===== config.mk =====
export PLATFORM = sky130hd
export DESIGN_NAME = sha256_round_ctrl
export DESIGN_NICKNAME = d
export VERILOG_FILES = /design/src/rtl/sha256_pkg.sv /design/src/rtl/sha256_round_counter.sv /design/src/rtl/sha256_round_ctrl.sv
export SDC_FILE = /design/constraint.sdc
export NUM_CORES = 1
export LEC_CHECK = 0
export ABC_AREA = 1
export ABC_CLOCK_PERIOD_IN_PS = 1820
export CORE_MARGIN = 8
export CORE_UTILIZATION = 45
export CTS_CLUSTER_SIZE = 8
export DETAILED_ROUTE_END_ITERATION = 6
export MAX_ROUTING_LAYER = met4
export PLACE_DENSITY_LB_ADDON = 0.25
export SYNTH_ARGS = -nofsm -noshare
export SYNTH_HDL_FRONTEND = slang
export SYNTH_SLANG_ARGS = --single-unit
export TNS_END_PERCENT = 100

===== constraint.sdc =====
create_clock -name clock -period 1.82 [get_ports clock]
set_input_delay 0.364 -clock clock [delete_from_list [all_inputs] [get_ports clock]]
set_output_delay 0.364 -clock clock [all_outputs]
set_load 0.02 [all_outputs]

===== src/rtl/sha256_pkg.sv =====
// Shared SHA-256 types and constants for the compression controller
// and datapath.
package sha256_pkg;

  typedef enum logic [2:0] {
    IDLE,
    INIT,
    ROUND,
    FINAL,
    DONE
  } state_t;

  localparam int SHA256_ROUNDS    = 64;
  localparam int SHA256_MSG_WORDS = 16;

  localparam logic [31:0] SHA256_H0 [8] = '{
    32'h6a09e667, 32'hbb67ae85,
    32'h3c6ef372, 32'ha54ff53a,
    32'h510e527f, 32'h9b05688c,
    32'h1f83d9ab, 32'h5be0cd19
  };

endpackage


===== src/rtl/sha256_round_counter.sv =====
// Phase-within-round counter and round index with terminal-count
// flags for the SHA-256 round sequencer.
module sha256_round_counter
  import sha256_pkg::*;
#(
  parameter int ROUND_CYCLES = 2,
  parameter int NUM_ROUNDS   = SHA256_ROUNDS
) (
  input  logic       clock,
  input  logic       reset,
  input  logic       en,
  input  logic       clear,
  output logic       ph_pre,
  output logic       ph_last,
  output logic [5:0] round_idx,
  output logic       round_last
);

  logic [1:0] ph;

  assign ph_pre     = (ph == 2'(ROUND_CYCLES - 2));
  assign ph_last    = (ph == 2'(ROUND_CYCLES - 1));
  assign round_last = (round_idx == 6'(NUM_ROUNDS - 1));

  // Index wraps to 0 on leaving the last round, so it idles at 0.
  always_ff @(posedge clock or negedge reset) begin
    if (!reset) begin
      ph        <= '0;
      round_idx <= '0;
    end else if (clear) begin
      ph        <= '0;
      round_idx <= '0;
    end else if (en) begin
      if (ph_last) begin
        ph        <= '0;
        round_idx <= round_last ? 6'd0 : round_idx + 6'd1;
      end else begin
        ph <= ph + 2'd1;
      end
    end
  end

endmodule


===== src/rtl/sha256_round_ctrl.sv =====
// SHA-256 compression sequencer: issues hash/working-register enables
// and round indices; holds no datapath state.
module sha256_round_ctrl
  import sha256_pkg::*;
#(
  parameter int ROUND_CYCLES = 2,
  parameter int NUM_ROUNDS   = SHA256_ROUNDS
) (
  input  logic       clock,
  input  logic       reset,
  input  logic       start,
  input  logic       first_block,
  input  logic       abort,
  output logic       busy,
  output logic       done,
  output logic       hash_init,
  output logic       work_load,
  output logic       w_sel_msg,
  output logic [5:0] round_idx,
  output logic [3:0] msg_addr,
  output logic       calc_en,
  output logic       round_en,
  output logic       hash_add
);

  state_t     state;
  logic       ph_pre;
  logic       ph_last;
  logic       round_last;
  logic       cnt_en;
  logic       cnt_clr;
  logic [6:0] nxt_idx;
  logic       nxt_msg;

  assign cnt_en  = (state == ROUND) && !abort;
  assign cnt_clr = abort;
  assign nxt_idx = {1'b0, round_idx} + {6'd0, ph_last};
  assign nxt_msg = (nxt_idx < 7'(SHA256_MSG_WORDS));

  assign msg_addr = round_idx[3:0];

  sha256_round_counter #(
    .ROUND_CYCLES(ROUND_CYCLES),
    .NUM_ROUNDS  (NUM_ROUNDS)
  ) u_cnt (
    .clock     (clock),
    .reset     (reset),
    .en        (cnt_en),
    .clear     (cnt_clr),
    .ph_pre    (ph_pre),
    .ph_last   (ph_last),
    .round_idx (round_idx),
    .round_last(round_last)
  );

  // Outputs are registered from next-cycle counter values.
  always_ff @(posedge clock or negedge reset) begin
    if (!reset) begin
      state     <= IDLE;
      busy      <= 1'b0;
      done      <= 1'b0;
      hash_init <= 1'b0;
      work_load <= 1'b0;
      w_sel_msg <= 1'b0;
      calc_en   <= 1'b0;
      round_en  <= 1'b0;
      hash_add  <= 1'b0;
    end else begin
      hash_init <= 1'b0;
      work_load <= 1'b0;
      hash_add  <= 1'b0;
      done      <= 1'b0;
      if (abort && state != IDLE) begin
        state     <= IDLE;
        busy      <= 1'b0;
        calc_en   <= 1'b0;
        round_en  <= 1'b0;
        w_sel_msg <= 1'b0;
      end else begin
        unique case (state)
          IDLE: begin
            if (start) begin
              state     <= INIT;
              busy      <= 1'b1;
              hash_init <= first_block;
            end
          end
          INIT: begin
            state     <= ROUND;
            work_load <= 1'b1;
            calc_en   <= 1'b1;
            w_sel_msg <= 1'b1;
          end
          ROUND: begin
            if (ph_last && round_last) begin
              state     <= FINAL;
              hash_add  <= 1'b1;
              calc_en   <= 1'b0;
              round_en  <= 1'b0;
              w_sel_msg <= 1'b0;
            end else begin
              calc_en   <= ph_last;
              round_en  <= ph_pre;
              w_sel_msg <= nxt_msg;
            end
          end
          FINAL: begin
            state <= DONE;
            done  <= 1'b1;
          end
          DONE: begin
            state <= IDLE;
            busy  <= 1'b0;
          end
          default: begin
            state <= IDLE;
            busy  <= 1'b0;
          end
        endcase
      end
    end
  end

endmodule


==> results of run 1 <==
[final timing paths]
check	endpoint	slack (ns)	cells after the start
setup / recovery	msg_addr[1]	0.05	1
hold / removal	busy	0.40	2
setup reg to reg	w_sel_msg	0.29	10
hold reg to reg	round_en	0.50	1
max in group asynchronous	u_cnt.round_idx[3]	1.22	2
min in group clock	round_en	0.50	1
[metrics by stage]
| stage | instances | worst slack (ns) |
|---|---|---|
| 6_report | 162 | 0.0541 |
| 5_1_grt | 162 | 0.00388 |
| 4_1_cts | 162 | 0.0157 |
| 3_5_place_dp | 158 | 0.201 |
| 3_3_place_gp | 158 | 0.230 |
| 2_1_floorplan | 113 | 0.359 |
[Yosys cell counts]
master	instances	area share (%)
sky130_fd_sc_hd__o21ai_2	1	0.91
sky130_fd_sc_hd__nand4_1	3	2.0
sky130_fd_sc_hd__xnor2_1	1	0.91
sky130_fd_sc_hd__ha_1	1	1.3
sky130_fd_sc_hd__inv_1	11	4.3
sky130_fd_sc_hd__nand3_1	9	4.7
sky130_fd_sc_hd__nand2_1	26	10
sky130_fd_sc_hd__nor2_4	4	4.7
sky130_fd_sc_hd__nor2_2	1	0.65
sky130_fd_sc_hd__o21ai_0	7	3.6
sky130_fd_sc_hd__clkbuf_2	1	0.52
sky130_fd_sc_hd__nor2_1	11	4.3
sky130_fd_sc_hd__xor2_1	2	1.8
sky130_fd_sc_hd__o21ai_1	1	0.52
sky130_fd_sc_hd__nand2_4	1	1.2
sky130_fd_sc_hd__buf_4	4	3.1
sky130_fd_sc_hd__a21oi_1	6	3.1
sky130_fd_sc_hd__dfrtp_1	19	49
sky130_fd_sc_hd__o31ai_1	2	1.6
sky130_fd_sc_hd__nor4_1	2	1.3
[registers in the layout, summed over array words and instances, names as in the netlist]
register         flops
done                 1
busy                 1
w_sel_msg            1
calc_en              1
work_load            1
hash_init            1
hash_add             1
state                3
round_en             1
u_cnt.round_idx      6
u_cnt.ph             2
[cell families (layout without fill, tap and decap cells)]
| kind of cell | after synthesis | count (layout) | synth area share, % |
|---|---|---|---|
| and+or+nand+nor | 57 | 57 | 28.9 |
| DFF | 19 | 19 | 49.4 |
| AOI/OAI and AO/OA | 17 | 17 | 9.75 |
| buffers and inverters | 16 | 38 | 7.93 |
| xor gates and xnor gates | 3 | 3 | 2.73 |
| adders and majority gates | 1 | 1 | 1.30 |
[cell type report]
type                            count  area share, %
Clock inverter                      1          0.608
Clock buffer                        3           1.82
Tap cell                           27           2.74
Multi-Input combinational cell     78           33.2
Inverter                           11           3.34
Timing Repair Buffer               23           19.8
Sequential cell                    19           38.5
[where the power goes]
group | switching [mW] | internal, mW
combinational | 0.297 | 0.194
clock | 0.134 | 0.0835
sequential | 0.0561 | 0.504
total | 0.487 | 0.781
[what timing repair did]
| action | CTS | global route |
|---|---|---|
| hold endpoints to repair | 0 | 0 |
| endpoints found under the setup margin | 1 | 8 |
| gates resized for setup | 1 | 7 |
[metal layers]
metal,vias to the layer above,GRT usage [%]
met4,0,3.50
li1,412,-
met3,2,3.94
met1,372,12.4
met2,17,15.3
met5,-,-
==> impl_results.rst, run 1 <==
.. list-table::
   :header-rows: 1

   * - Metric
     - Value
   * - Outcome
     - completed
   * - Arrival time at the worst endpoint
     - roughly 1.4 ns
   * - Number of max-capacitance violations reported
     - 0
   * - Final RePlAce weighted congestion
     - roughly 0.82
   * - Post-Synthesis Net Count
     - ~120
   * - Slowest cell on the critical path
     - sky130_fd_sc_hd__clkdlybuf4s50_1
   * - Wire length on met1
     - approximately 970 microns
   * - Worst setup path startpoint
     - u_cnt.round_idx[1]
   * - RSZ-0062 raised after global routing
     - false
   * - Clock slew at the register clock pins of the worst setup and hold paths
     - around 0.11 ns
   * - Number of diodes added for antenna fixing
     - 0
   * - Combined area of all synthesized cells
     - roughly 960 sq um
   * - Detailed-route wire length per cell
     - 12.0 microns
   * - Final standard cell area without fillers
     - around 1200 sq um
   * - Instance count of the mapped netlist
     - ~110
   * - Clock sinks
     - 19
   * - Starting utilization of the core area
     - 48.5%
   * - Final cycle utilization of the critical path
     - 97.0%
   * - Vias in the first global route
     - around 750
   * - DRC violations left
     - 0
   * - Maximum vdd ir drop
     - between 0.0008 and 0.0009 V
   * - Hold Fails Final Rpt
     - 0
   * - Type of the tightest min-delay check
     - in2async
   * - Critical Path Start Type
     - flop
   * - Commonest non-fill, non-tap cell in the layout
     - sky130_fd_sc_hd__nand2_1
   * - Largest fanout of any net on the critical path
     - 7
   * - Placed wire-length estimate after detailed placement
     - 1.53 mm
   * - Die footprint
     - between 3000 and 4000 sq um
   * - Yosys warning total
     - 0
   * - Global-route wire length before repair
     - roughly 3.3 mm
   * - Maximum clock path buffer count
     - 2
   * - Drt pass-1 iters
     - 4
   * - Hold_buf cts
     - 0
   * - CP required
     - around 1.5 ns
   * - Kind of cell adding the most delay to the critical path
     - buffers and inverters
   * - Area taken by flip-flops and latches
     - about 480 sq um
   * - DR iter-0 viols
     - 9
   * - Routed Wire Length
     - approximately 2.0 mm
   * - Postcts setup bufs
     - 0
   * - Final period demand of the worst path
     - between 1.5 and 2 ns
   * - Die width
     - 62.2 microns
   * - Number of flip-flops and latches in the synthesized netlist
     - 19
   * - Final number of setup-violating endpoints
     - 0
   * - Area of the multi-input gates
     - a little over 400 sq um
   * - Crit end category
     - primary output
   * - Proportion of layout cells with a drive suffix above 1
     - under 10%
   * - Highest metal layer used by the detailed router
     - met4
   * - Placed instance area
     - 1190 sq um
   * - Largest net degree at the start of global routing
     - 20
   * - Top-level I/O count
     - 23
   * - Setup TNS Final
     - 0 ns
   * - Number of max-slew violations in the final report
     - 0
   * - Floorplan row count
     - 16
   * - Count of distinct cell types in the synthesized netlist
     - 20
   * - Final antenna-violating net count
     - 0
   * - Total power
     - 1.27 mW
   * - Worst setup path category
     - reg2out
   * - Via total after detailed routing
     - approximately 800
   * - Core region area
     - between 1500 and 2000 sq um
   * - Core occupancy in the finished layout
     - between 60% and 70%
   * - Sequential-to-total area share from yosys stat
     - between 40% and 50%
   * - Worst-path cell chain
     - clkdlybuf4s50_1
   * - Number of filler instances in the final layout
     - between 150 and 200
   * - Slew @ Worst Pin
     - 0.289 ns
   * - Leakage component of the power
     - 0.680 nW
   * - GRT Total Usage
     - 10.3%
   * - Antenna violations before repair
     - 0
   * - Vias/cell
     - about 5
   * - Clock root buffer
     - sky130_fd_sc_hd__clkbuf_4
   * - Average instance area after synthesis
     - around 8.5 sq um
   * - Power density over the cells
     - 1030 nW/um^2
   * - Die Span Y
     - a little over 60 microns
   * - Most used cells in the layout excluding fill and tap cells
     - 26 x sky130_fd_sc_hd__nand2_1, 19 x sky130_fd_sc_hd__dfrtp_1, 14 x sky130_fd_sc_hd__clkdlybuf4s50_1
   * - Worst clock skew
     - between 0.0009 and 0.001 ns
   * - Clock tree from TritonCTS
     - built
   * - Remaining Overflow, GRT
     - 0
   * - Max incr delay on CP
     - 0.65 ns
   * - Met2 Routed Length
     - slightly below 900 microns
   * - Startpoint of the worst-slack reg-to-reg timing path
     - u_cnt.round_idx[0]
   * - Num CTS Buffers
     - 3
   * - Final #Nets
     - 142
   * - Buffers added on ports
     - 22
   * - WL met3
     - between 100 and 150 microns
   * - Area growth from synthesis to layout
     - 28.3%
   * - Worst Hold Margin
     - roughly 0.40 ns
   * - Fmax
     - approximately 0.57 GHz
   * - Max-slew headroom at the worst pin
     - between 80% and 90%
   * - # H-tree levels
     - 1
   * - Skew-Pair Late Insertion Delay
     - around 0.29 ns
   * - Sum of buffers and inverters on the critical path
     - 1
No activity file was read; power rests on OpenSTA's default activity.
==> run 2: changes to the inputs <==
--- a/config.mk
+++ b/config.mk
@@ -6,13 +6,14 @@
 export NUM_CORES = 1
 export LEC_CHECK = 0
 export ABC_AREA = 1
-export ABC_CLOCK_PERIOD_IN_PS = 1820
+export ABC_CLOCK_PERIOD_IN_PS = 2000
+export CORE_ASPECT_RATIO = 1.1
 export CORE_MARGIN = 8
 export CORE_UTILIZATION = 45
 export CTS_CLUSTER_SIZE = 8
 export DETAILED_ROUTE_END_ITERATION = 6
 export MAX_ROUTING_LAYER = met4
-export PLACE_DENSITY_LB_ADDON = 0.25
+export PLACE_DENSITY = 0.77
 export SYNTH_ARGS = -nofsm -noshare
 export SYNTH_HDL_FRONTEND = slang
 export SYNTH_SLANG_ARGS = --single-unit
==> constraint.sdc (replaced) <==
create_clock -name clock -period 2 [get_ports clock]
set_input_delay 0.4 -clock clock [delete_from_list [all_inputs] [get_ports clock]]
set_output_delay 0.4 -clock clock [all_outputs]
set_load 0.02 [all_outputs]
==> run 2 against run 1 <==
Wire length increased by 1.7%. Critical path depth is the same. First-iteration DRC count is 33% lower. Cell count grew 0.62%. Clock-buffer cell count rose by 1. Sequential power is 8.4% lower. Die area about the same. Combinational power shrank 9.0%. Clock skew increased by 0.0048 ns.
==> impl_results.rst, run 2 (synthesized netlist as in run 1, its figures left out) <==
.. list-table::
   :header-rows: 1

   * - Metric
     - Value
   * - Outcome
     - completed
   * - Hold Fails Final Rpt
     - 0
   * - Final RePlAce weighted congestion
     - about 0.84
   * - Max-slew headroom at the worst pin
     - about four fifths
   * - # H-tree levels
     - 1
   * - DRC violations left
     - 0
   * - Top-level I/O count
     - 23
   * - Buffers added on ports
     - 22
   * - Worst setup path category
     - reg2out
   * - Core region area
     - between 2000 and 2500 sq um
   * - Most used cells in the layout excluding fill and tap cells
     - 26 x sky130_fd_sc_hd__nand2_1, 22 x sky130_fd_sc_hd__clkdlybuf4s50_1, 19 x sky130_fd_sc_hd__dfrtp_1
   * - Clock tree from TritonCTS
     - built
   * - Worst setup path startpoint
     - u_cnt.round_idx[4]
   * - Hold_buf cts
     - 0
   * - Maximum vdd ir drop
     - 0.000703 V
   * - Clock root buffer
     - sky130_fd_sc_hd__clkbuf_4
   * - Worst r2r path cells
     - 10
   * - Clock sinks
     - 19
   * - Floorplan row count
     - 17
   * - Final number of setup-violating endpoints
     - 0
   * - Leakage component of the power
     - between 0.5 and 0.6 nW
   * - Arrival time at the worst endpoint
     - about 1.4 ns
   * - Critical path depth in cells
     - 1
   * - Instance count after placement with tap cells included
     - ~160
   * - Area growth from synthesis to layout
     - 26.4%
   * - Number of instances resized during post-cts repair
     - 0
   * - Routed Wire Length
     - 1.98 mm
   * - Clock slew at the register clock pins of the worst setup and hold paths
     - 0.10 ns
   * - Slew @ Worst Pin
     - 0.303 ns
   * - Max incr delay on CP
     - approximately 0.66 ns
   * - Largest regs
     - u_cnt.round_idx: 6 flops, state: 3 flops, u_cnt.ph: 2 flops
   * - Placed wire-length estimate after detailed placement
     - 1.59 mm
   * - Number of flip-flops under the largest register name
     - 6
   * - Antenna violations before repair
     - 0
   * - Die width
     - between 60 and 70 microns
   * - Number of max-capacitance violations reported
     - 0
   * - Register-to-Register Setup Slack
     - between 0.4 and 0.5 ns
   * - Sum of buffers and inverters on the critical path
     - 1
   * - Worst clock skew
     - 0.00573 ns
   * - Global-route wire length before repair
     - around 3.5 mm
   * - Number of max-slew violations in the final report
     - 0
   * - Skew-Pair Late Insertion Delay
     - between 0.2 and 0.3 ns
   * - Setup TNS Final
     - 0 ns
   * - Type of the tightest min-delay check
     - in2async
   * - Drt pass-1 iters
     - 4
   * - Vias/cell
     - slightly below 5
   * - Top register by number of flip-flops
     - u_cnt.round_idx
   * - Critical Path Start Type
     - flop
   * - Final period demand of the worst path
     - around 1.8 ns
   * - Commonest non-fill, non-tap cell in the layout
     - sky130_fd_sc_hd__nand2_1
   * - CP required
     - 1.60 ns
   * - Endpoint of the most critical register-to-register path
     - w_sel_msg
   * - Starting utilization of the core area
     - approximately 48%
   * - Final antenna-violating net count
     - 0
   * - Largest net degree at the start of global routing
     - 20
   * - Largest fanout of any net on the critical path
     - 8
   * - Maximum clock path buffer count
     - 2
   * - GRT Total Usage
     - 11.6%
   * - Remaining Overflow, GRT
     - 0
   * - Die footprint
     - between 3000 and 4000 sq um
   * - Slowest cell on the critical path
     - sky130_fd_sc_hd__clkdlybuf4s50_1
   * - Power density over the cells
     - ~940 nW/um^2
   * - Fmax
     - between 0.5 and 0.6 GHz
   * - Final standard cell count with taps included and fillers excluded
     - ~160
   * - Num CTS Buffers
     - 3
   * - DR iter-0 viols
     - 6
   * - Postcts setup bufs
     - 0
   * - Detailed-route wire length per cell
     - approximately 12 microns
   * - Critical path capture point
     - round_idx[4]
   * - Final cycle utilization of the critical path
     - between 90% and 100%
   * - Die Span Y
     - approximately 64 microns
   * - Kind of cell adding the most delay to the critical path
     - buffers and inverters
   * - Startpoint of the worst-slack reg-to-reg timing path
     - u_cnt.round_idx[0]
   * - Final #Nets
     - around 140
   * - Number of diodes added for antenna fixing
     - 0
   * - Crit end category
     - primary output
   * - Worst-path cell chain
     - clkdlybuf4s50_1
   * - Proportion of layout cells with a drive suffix above 1
     - under 10%
   * - Via total after detailed routing
     - 808
   * - RSZ-0062 raised after global routing
     - false
   * - Vias in the first global route
     - between 700 and 800
-- run 2: changes by cell type in the layout (fill, tap and decap cells not counted) --
cell | previous run | this run
sky130_fd_sc_hd__clkbuf_1 | 0 | 1
sky130_fd_sc_hd__clkdlybuf4s50_1 | 14 | 22
sky130_fd_sc_hd__clkinvlp_4 | 1 | 0
sky130_fd_sc_hd__dlygate4sd2_1 | 1 | 0
sky130_fd_sc_hd__dlymetal6s2s_1 | 7 | 0
-- run 2: metrics by stage --
stage	utilization (%)	cell area, sq um	hold slack [ns]	total power [mW]	setup slack (ns)
after floorplan	-	962	0.104	0.796	0.539
after global placement	58.9	1190	0.465	0.956	0.398
after detailed placement	58.9	1190	0.476	0.970	0.343
after CTS	60.2	1220	0.448	1.15	0.151
after global routing	60.2	1220	0.465	1.22	0.111
final	60.2	1220	0.437	1.14	0.157
-- run 2: power breakdown --
group          switching (mW)  leakage [nW]  total [mW]  internal, mW
combinational           0.270         0.273       0.447         0.177
clock                   0.105        0.0150       0.182        0.0774
sequential             0.0546         0.257       0.513         0.459
total                   0.430         0.545        1.14         0.713
-- run 2: worst min-delay path by stage --
stage	cells after the start	end	slack, ns	from
after floorplan	0	busy	0.10	reset
after global placement	1	round_en	0.47	u_cnt.ph[1]
after detailed placement	1	round_en	0.48	u_cnt.ph[1]
after CTS	2	u_cnt.round_idx[4]	0.45	reset
after global routing	2	u_cnt.round_idx[4]	0.46	reset
final	2	hash_add	0.44	reset
-- run 2: layer usage --
metal	vias up	wire, microns	track usage, %
li1	407	-	-
met1	379	862	13.0
met2	18	1000	19.7
met3	4	85	1.58
met4	0	36	5.37
met5	-	0	-
-- run 2: final cells by class --
cell class	instances	area [sq um]
sequential	19	475
fill	172	805
tap	28	35.0
multi-input combinational	78	410
clock buffer	4	26.3
timing repair buffer	23	228
inverter	11	41.3
